## src/rtl/preprocess_seq.sv

```systemverilog
// preprocess_seq: sequencer for the coefficient preprocess datapath ahead of the
// NTT/INTT core. On start it streams N coefficients out of a dual-port RAM,
// routes each one through the external combinational preprocess block
// (pp_x -> pp_z), and writes the result back to the same address two cycles
// after it was read.
//
// Optional build macro:
//   PREPROCESS_SEQ_RANGE_CHECK_EN - builds a sticky err flag that is set when a
//   coefficient read back from RAM is >= Q. Without it, err is tied low and no
//   compare logic exists.
module preprocess_seq #(
    parameter int N  = 256,
    parameter int AW = 8,
    parameter int DW = 12,
    parameter int Q  = 3329
) (
    input  logic          clk,
    input  logic          rst,
    input  logic          start,
    input  logic          mode,
    input  logic          stall,
    output logic          busy,
    output logic          done,
    output logic          err,
    output logic          rd_en,
    output logic [AW-1:0] rd_addr,
    input  logic [DW-1:0] rd_data,
    output logic          wr_en,
    output logic [AW-1:0] wr_addr,
    output logic [DW-1:0] wr_data,
    output logic [DW-1:0] pp_x,
    output logic          NTT_INTT_sel,
    input  logic [DW-1:0] pp_z
);

    localparam logic [1:0] S_IDLE  = 2'd0;
    localparam logic [1:0] S_RUN   = 2'd1;
    localparam logic [1:0] S_DRAIN = 2'd2;
    localparam logic [1:0] S_DONE  = 2'd3;

    // One bit wider than the address so the terminal count N is reachable
    // without wrapping back to zero.
    localparam logic [AW:0] LAST_CNT = (AW+1)'(N);

    logic [1:0]    state_q, state_d;
    logic [AW:0]   count_q, count_d;
    logic          mode_q, mode_d;
    logic          issue;

    logic          valid1_q, valid1_d;
    logic [AW-1:0] addr1_q, addr1_d;
    logic          wr_en_q, wr_en_d;
    logic [AW-1:0] wr_addr_q, wr_addr_d;
    logic [DW-1:0] wr_data_q, wr_data_d;

    // Control: run-state transitions, read issue and the issue counter.
    always_comb begin
        state_d = state_q;
        count_d = count_q;
        mode_d  = mode_q;
        issue   = 1'b0;
        case (state_q)
            S_IDLE: begin
                if (start) begin
                    mode_d  = mode;
                    count_d = '0;
                    state_d = S_RUN;
                end
            end
            S_RUN: begin
                if (!stall) begin
                    issue   = 1'b1;
                    count_d = count_q + 1'b1;
                    if (count_d == LAST_CNT) begin
                        state_d = S_DRAIN;
                    end
                end
            end
            S_DRAIN: begin
                // The write sitting on the bus this cycle lands at this edge,
                // so only an unconsumed read result keeps us here.
                if (!valid1_q) begin
                    state_d = S_DONE;
                end
            end
            S_DONE: begin
                state_d = S_IDLE;
            end
            default: begin
                state_d = S_IDLE;
            end
        endcase
    end

    // Two-stage pipe: read result captured into stage 1, written back from stage 2.
    always_comb begin
        valid1_d  = issue;
        addr1_d   = rd_addr;
        wr_en_d   = valid1_q;
        wr_addr_d = wr_addr_q;
        wr_data_d = wr_data_q;
        if (valid1_q) begin
            wr_addr_d = addr1_q;
            wr_data_d = pp_z;
        end
    end

    // State and pipeline registers; reset also discards anything in flight.
    always_ff @(posedge clk) begin
        if (rst) begin
            state_q   <= S_IDLE;
            count_q   <= '0;
            mode_q    <= 1'b0;
            valid1_q  <= 1'b0;
            addr1_q   <= '0;
            wr_en_q   <= 1'b0;
            wr_addr_q <= '0;
            wr_data_q <= '0;
        end else begin
            state_q   <= state_d;
            count_q   <= count_d;
            mode_q    <= mode_d;
            valid1_q  <= valid1_d;
            addr1_q   <= addr1_d;
            wr_en_q   <= wr_en_d;
            wr_addr_q <= wr_addr_d;
            wr_data_q <= wr_data_d;
        end
    end

`ifdef PREPROCESS_SEQ_RANGE_CHECK_EN
    localparam logic [DW:0] Q_EXT = (DW+1)'(Q);

    logic err_q, err_d;

    // Sticky out-of-range flag: cleared by an accepted start, set by any bad read.
    always_comb begin
        err_d = err_q;
        if (state_q == S_IDLE && start) begin
            err_d = 1'b0;
        end else if (valid1_q && ({1'b0, rd_data} >= Q_EXT)) begin
            err_d = 1'b1;
        end
    end

    // Range flag register.
    always_ff @(posedge clk) begin
        if (rst) begin
            err_q <= 1'b0;
        end else begin
            err_q <= err_d;
        end
    end

    assign err = err_q;
`else
    assign err = 1'b0;
`endif

    assign busy         = (state_q == S_RUN) || (state_q == S_DRAIN);
    assign done         = (state_q == S_DONE);
    assign rd_en        = issue;
    assign rd_addr      = (state_q == S_RUN) ? count_q[AW-1:0] : '0;
    assign wr_en        = wr_en_q;
    assign wr_addr      = wr_addr_q;
    assign wr_data      = wr_data_q;
    assign pp_x         = rd_data;
    assign NTT_INTT_sel = mode_q;

endmodule

```

## config.mk

```make
export PLATFORM = sky130hd
export DESIGN_NAME = preprocess_seq
export DESIGN_NICKNAME = d
export VERILOG_FILES = /design/src/rtl/preprocess_seq.sv
export SDC_FILE = /design/constraint.sdc
export NUM_CORES = 1
export LEC_CHECK = 0
export CORE_MARGIN = 4
export CORE_UTILIZATION = 39
export CTS_CLUSTER_SIZE = 40
export DETAILED_ROUTE_END_ITERATION = 12
export HOLD_SLACK_MARGIN = 0.15
export PLACE_DENSITY = 0.7
export SYNTH_ARGS = -nofsm -noshare
export SYNTH_HDL_FRONTEND = slang
export SYNTH_SLANG_ARGS = --single-unit
```

## constraint.sdc

```tcl
create_clock -name clk -period 2.2 [get_ports clk]
set_input_delay 0.44 -clock clk [delete_from_list [all_inputs] [get_ports clk]]
set_output_delay 0.44 -clock clk [all_outputs]
set_load 0.005 [all_outputs]
```

* Yosys cells after proc, flatten, opt, wreduce, memory -nomap -nowiden
Cells that the tools add are included.
Storage, ports and cells: flip-flop bits (word level) 42, input port bits 29, output and inout bits 46, logic and storage cells 34
Cells by class: add/subtract/negate cells 1, equal/unequal tests 8, muxes and demuxes 11, reductions and logical operators 6
Operator list (number):
- 9-bit two-way mux | 2
- 9-bit case mux with 2 select lines | 1
- 9-bit by 1-bit adder with 9-bit output (second input constant) | 1
- 9-bit == test (second input constant) | 1
- 2-bit two-way mux | 4
- 8-bit two-way mux | 1
- 2-bit != test (second input constant) | 4
- 2-bit case mux with 4 select lines | 1
- 2-bit == test (second input constant) | 2
- 4-bit AND reduction | 1
- 3-bit AND reduction | 1
- 2-bit by 1-bit == test with 1-bit output (second input constant) | 1
- 2-bit zero test | 1
- 1-bit two-way mux | 2
- 2-bit AND reduction | 1
- 2-bit nonzero test | 1
- 1-bit logical OR | 1

* Depth between registers and ports, before layout
Gate-level depths: netlist of the first run.
word-level depth 5, depth in mapped cells 8, gate-level depth less buffers 7

* Worst setup path after synthesis of the first run
No wires, ideal clock.
path type reg-to-reg, start point register state_q[0], end point register count_q[4], library setup time 70 ps, arrival time 1640 ps, data required time 2130 ps, setup slack 489 ps, cell stages (with the launch flop) 8, path buffers 1, period minus slack after synthesis 1711 ps, cell sequence dfxtp_1 -> inv_1 -> ha_1 -> nor2b_1 -> nand2b_1 -> clkbuf_1 -> or3_1 -> a21oi_1
Between the ends: word-level cells in the longest chain between the ends 3, elaborated cells on any way between the ends 7, classes of those cells eq/ne (3); mux (1); reduce/logical (3)
RTL lines:
- start, declared | line 45 | logic [1:0] state_q, state_d;
- start signal, assigned | line 120 | state_q <= state_d;
- 2-bit by 1-bit == test with 1-bit output / 2-bit zero test (equally long branches) | line 62 | case (state_q)
- 2-bit != test (no source line) / 2-bit nonzero test (equally long branches)
- 3-bit AND reduction (no source line)
- end signal, assigned | line 121 | count_q <= count_d;
- end, declared | line 46 | logic [AW:0] count_q, count_d;
Several ways; a longest one is shown, not always the timed one. A chain may end at the register's enable or synchronous reset.

* Final worst setup path of the first run
start point register state_q[0], end point output port rd_en
Between the ends: word-level cells in the longest chain between the ends 2
RTL lines:
- 2-bit by 1-bit == test with 1-bit output | line 62
- 1-bit two-way mux | line 62
- end, declared | line 25 | output logic rd_en,
Every way passes these cells.

==> results of run 1 <==
[flip-flops by register name, summed over array words and instances, names as in the netlist]
| register | count |
|---|---|
| wr_en | 1 |
| valid1_q | 1 |
| addr1_q | 8 |
| count_q | 9 |
| wr_data | 12 |
| wr_addr | 8 |
| state_q | 2 |
| NTT_INTT_sel | 1 |
[through the flow]
step	setup slack [ns]	instance area (µm²)	instances	util [%]	hold WS [ns]
floorplan	0.4893	1952	212	-	0.4403
global placement	0.1202	2400	308	50.14	0.4438
detailed placement	0.09150	2400	308	50.14	0.4551
CTS	0.04092	2525	315	52.76	0.4698
global route	0.02312	2532	316	52.92	0.4985
finish	0.1063	2532	316	52.92	0.4643
[path summary, 6_finish.rpt]
check | end | from | slack [ns] | cells after the start
min reg2reg | NTT_INTT_sel | NTT_INTT_sel | 0.46 | 2
min | NTT_INTT_sel | NTT_INTT_sel | 0.46 | 2
max | rd_en | state_q[0] | 0.11 | 3
max reg2reg | count_q[5] | state_q[0] | 0.20 | 6
[synth_stat cells (2+ instances only)]
cell type	n	area (µm²)
nand2b_1	2	12.51
and2_2	2	15.01
a21oi_1	11	55.05
buf_2	2	10.01
or2b_1	2	15.01
clkbuf_1	6	22.52
and2b_1	2	15.01
buf_4	16	120.1
ha_1	7	87.58
or4_1	3	22.52
dfxtp_1	42	840.8
a31oi_1	2	12.51
nand4_1	2	12.51
nor2_1	32	120.1
o21ai_1	5	25.02
inv_1	3	11.26
nand2_1	8	30.03
o21ai_0	5	25.02
nand3_1	3	15.01
nor2b_1	5	31.28
or4b_1	2	20.02
and2_1	15	93.84
mux2i_1	22	220.2
nor4_1	2	12.51
[worst min-delay path, cell delays in order (launching register included)]
cell and delay, ns:
dfxtp_1 0.32, nand2_1 0.05, a21oi_1 0.05
[report_power, final]
part	internal [µW]	leakage, µW	switching [µW]
Combinational	258	0.000518	234
Sequential	800	0.000339	35.3
Clock	363	0.0000573	252
[layout make-up]
class / count / area (µm²)
fillers: 462 / 2253
multi-input cells: 142 / 948.4
flip-flops and latches: 42 / 840.8
repair buffers: 55 / 535.5
well taps: 67 / 83.83
clock buffers: 6 / 82.58
clock inverters: 1 / 30.03
inverters: 3 / 11.26
[timing repair]
action / CTS / global route
setup buffers: 0 / 1
gates resized for setup: 2 / 1
endpoints found under the setup margin: 9 / 2
cloned: 0 / 0
[placed cells by master, fill, tap and decap left out, types with 2 or more instances in the layout]
cell	instances
ha_1	6
nor4_1	2
clkbuf_8	6
inv_1	2
nor2b_1	5
o21ai_1	5
a31oi_1	2
mux2i_1	22
o21ai_0	5
nand2_1	8
nand4_1	2
or4_1	3
and2_2	2
nor2_1	32
and2_1	15
clkdlybuf4s50_1	49
nand3_1	3
or2b_1	2
dfxtp_1	42
nand2b_1	2
and2b_1	2
a21oi_1	11
or4b_1	2
buf_4	6
[cell families (layout without fill, tap and decap cells)]
| group | count (synthesis) | count (layout) | synth area share [%] |
|---|---|---|---|
| buffers and inverters | 28 | 65 | 8.974 |
| adders and majority gates | 7 | 7 | 4.487 |
| muxes | 22 | 22 | 11.28 |
| and+or+nand+nor | 84 | 84 | 23.33 |
| AOI/OAI and AO/OA | 28 | 28 | 8.654 |
| DFF | 42 | 42 | 43.08 |
| other | 1 | 1 | 0.1921 |
[routing by layer]
metal  wire (µm)  up-vias  global-route usage [%]  share of wire, %
met2        1819       34                   21.05                47
met4          54        0                   5.420               1.4
met1        1825      682                   16.22                47
met5           0        -                       0                 0
met3         187        5                   3.741               4.8
li1            -      775                       -                 -
==> metrics.txt, run 1 <==
status completed; CP Data Required Time roughly 1.8 ns; number of synthesized flops with an enable pin 0; Setup crit end kind output pin; Mapped Nets around 250; synth warn 0; # IOs 75; Fin Setup TNS 0 ns; Cells after Synth ~210; Most used DFF post-synth dfxtp_1; ys async rst share 0%; Leak around 0.00091 µW; # hold bufs at CTS 0; sequential-to-total area share from yosys stat 43.08%; Initial Util 40.78%; Clock Latency Late Sink about 0.29 ns; Worst-Margin Slew between 0.6 and 0.7 ns; placer congestion estimate a little over 0.8; wire per inst around 12 µm; DRT Pass-1 Iters 4; layout cells sized above 1 8.032%; Antenna Cells 0; Clock transition at path regs 0.08 ns; first-pass GRT wire length around 6400 µm; total CTS buffers 5; Iter 0 DRT Violations 43; Worst Path Buf+Inv 1; GRT Resource Usage Total approximately an eighth; CTS tree yes; maxcap violations 0; critical-path cell list ha_4 -> and2b_1 -> clkdlybuf4s50_1; row count 25; port bufs a little under 50; CP max stage delay ~0.5 ns; vias post-DR approximately 1500; Clock Skews approximately 0.0075 ns; Setup violations, final 0; crit share post-route between 90% and 100%; CP Launch Type flip-flop; Yosys reg bits 42; highest-delay cell along the critical path clkdlybuf4s50_1; crit-path max FO 14; Routed WL between 3000 and 4000 µm; Hold Path Class reg -> reg; die height 78.75 µm; Slew headroom between 50% and 60%; H-tree levels 2; worst IR drop on VDD 0.5081 mV; area of the die roughly 6200 µm²; CTS root buf clkbuf_8; vias per inst approximately 4.7; Max Slew Vio Count 0; post-layout min period between 2 and 2.5 ns; Layout Nets 285; die width between 70 and 80 µm; dpl hpwl 2821 µm; vias in the first global route about 1400; pwr dens approximately 770 nW/µm²; Fmax achieved roughly 0.48 GHz; Core ar. between 4000 and 5000 µm²; initial antenna violation count 0; worst setup path class reg -> out; delay-heaviest family, CP buffers and inverters; Syn Area/Cell 9.207 µm²; Pwr Total about 1900 µW; global route overflow 0; Syn-to-layout area delta 29.74%; clk sinks 42; Final Hold Fails 0; count of cell types in the netlist 35; Max clock buf depth 2; RSZ-0062 raised after global routing no; DRT antenna net count 0; largest net degree at the start of global routing 22; # DRC 0; Crit path arrival time 1.65 ns; mapped cell area 1952 µm²
No activity file was read; power rests on OpenSTA's default activity.
==> run 2, diff against run 1 <==
Settings changed: DONT_BUFFER_PORTS set to 1, PLACE_DENSITY 0.7 to 0.51, TNS_END_PERCENT set to 30.
==> metrics.txt, run 2 (same netlist as run 1, synthesis figures left out) <==
max reg flops 12 (unchanged); DR WL met3 275 µm (+47%); port bufs 0 (-100%); FF-to-FF path depth 6 (unchanged); Core ar. 4786 µm² (unchanged); Worst-Margin Slew 0.6401 ns (+0.02074 ns); H-tree levels 2 (unchanged); switching power 500.9 µW (-3.9%); clk sinks 42 (unchanged); pwr dens 860.2 nW/µm² (+12%); DRT Pass-1 Iters 4 (unchanged); R2R setup slack 0.22 ns (+0.02 ns); placer congestion estimate 0.8724 (+6.7%); Syn-to-layout area delta 1.667%; vias post-DR 1333 (-11%); area of the die 6201 µm² (unchanged); status completed; worst setup path class reg -> reg; maxcap violations 0 (unchanged); initial antenna violation count 0 (unchanged); commonest non-fill, non-tap cells in the layout 42 x dfxtp_1, 32 x nor2_1, 22 x mux2i_1; worst IR drop on VDD 0.2918 mV (-43%); post-layout min period 1.978 ns (-0.1159 ns); Pwr Total 1707 µW (-12%); Clock Skews 0.005098 ns (-0.002372 ns); reg2reg start state_q[0]; met2 wire length 1891 µm (+4.0%); CTS root buf clkbuf_8; die height 78.75 µm (unchanged); Max Slew Vio Count 0 (unchanged); Slew headroom 57.04% (-1.4 points); # DRC 0 (unchanged); Fin Setup TNS 0 ns (unchanged); hold path cells 1 (-1); CP Launch Type flip-flop; Layout Nets 232 (-19%); commonest non-fill, non-tap cell in the layout dfxtp_1; first-pass GRT wire length 6341 µm (-0.75%); hold endpoint count_q[5]; GRT Resource Usage Total 12.82% (-0.20 points); Clock transition at path regs 0.08 ns (about the same); Int Power 1206 µW (-15%); global route overflow 0 (unchanged); # IOs 75 (unchanged); routed length on met1 1526 µm (-16%); crit-path max FO 15 (+1); RSZ-0062 raised after global routing no; vias per inst 5.049 (+6.7%); Clk pwr share 29.6% (-2.1 points); crit share post-route 89.90% (-5.3 points); Setup violations, final 0 (unchanged); Iter 0 DRT Violations 30 (-30%); Final Hold Fails 0 (unchanged); CP Data Required Time 2.43 ns (+0.67 ns); CTS tree yes; Routed WL 3804 µm (-2.1%); DRT antenna net count 0 (unchanged); register share of total power 49.1% (+6.1 points); Sw Ratio 29.35% (+2.5 points); Fmax achieved 0.5056 GHz (+5.9%); layout cells sized above 1 8.122% (+0.090 points); Antenna Cells 0 (unchanged); hold wc startpoint rst; Setup crit end kind flip-flop; Max clock buf depth 2 (unchanged); Clock Latency Late Sink 0.29 ns (about the same); post-CTS setup buffers 0 (unchanged); Initial Util 40.78% (unchanged); dpl hpwl 2743 µm (-2.8%); Leak 0.0007098 µW (-22%); wire per inst 14.41 µm (+17%); largest net degree at the start of global routing 38 (+73%); total CTS buffers 5 (unchanged); DR top layer met4; Comb power frac 21.3% (-4.0 points); Crit path arrival time 2.20 ns (+0.55 ns); worst reg2reg endpoint count_q[7]; Hold Path Class in -> reg; row count 25 (unchanged); vias in the first global route 1362 (-1.5%); die width 78.75 µm (unchanged)
==> run 2: cell types whose count changed in the layout (fill, tap and decap cells not counted), sizes merged <==
cell,delta
clkdlybuf4s50,-49
bufinv,-1
clkinvlp,+1
buf,-4
clkinv,+1
==> run 2: how the worst max path moves through the flow <==
| stage | slack, ns | from | to | cells past startpoint |
|---|---|---|---|---|
| 2_1_floorplan | 0.49 | state_q[0] | count_q[4] | 7 |
| 3_3_place_gp | 0.26 | state_q[0] | count_q[6] | 6 |
| 3_5_place_dp | 0.15 | state_q[0] | count_q[6] | 6 |
| 4_1_cts | 0.11 | state_q[0] | count_q[7] | 6 |
| 5_1_grt | 0.09 | state_q[0] | count_q[3] | 6 |
| 6_report | 0.22 | state_q[0] | count_q[7] | 6 |
==> run 2: worst max-delay path: stages (launching register included) <==
cell      delay, ns
dfxtp_1        0.40
inv_1          0.11
ha_1           0.25
nor2b_1        0.16
nand2b_2       0.30
or4_1          0.54
a21oi_1        0.15
==> run 2: power groups by stage <==
stage	clock network (µW)	logic, µW	registers (µW)
floorplan	0	318	844
finish	505	364	838
CTS	527	367	837
detailed placement	0	366	856
global placement	0	351	852
global route	563	412	843
==> run 2: what timing repair did <==
item / CTS / global route
setup endpoints to repair: 0 / 3
hold buffers: 0 / 0
resized for setup: 0 / 1
==> run 2: per-stage QoR <==
stage | area [µm²] | worst slack [ns] | util [%] | instances | hold WS (ns)
6_report | 1984 | 0.2221 | 41.46 | 264 | 0.2117
3_5_place_dp | 1887 | 0.1495 | 39.42 | 256 | 0.4551
2_1_floorplan | 1952 | 0.4893 | - | 212 | 0.4403
4_1_cts | 1982 | 0.1118 | 41.41 | 264 | 0.1968
5_1_grt | 1984 | 0.08601 | 41.46 | 264 | 0.1888
3_3_place_gp | 1887 | 0.2573 | 39.42 | 256 | 0.4489
==> run 2: layer usage <==
metal | vias up | GRT usage [%]
li1 | 665 | -
met1 | 614 | 13.99
met2 | 37 | 22.16
met3 | 17 | 4.308
met4 | 0 | 6.294
met5 | - | 0
==> run 2: area by class of cell <==
class	instances	area, µm²
Tap cell	67	83.83
Fill cell	495	2801
Timing Repair Buffer	2	15.01
Multi-Input combinational cell	142	938.4
Sequential cell	42	840.8
Clock inverter	2	12.51
Clock buffer	6	82.58
Inverter	3	11.26
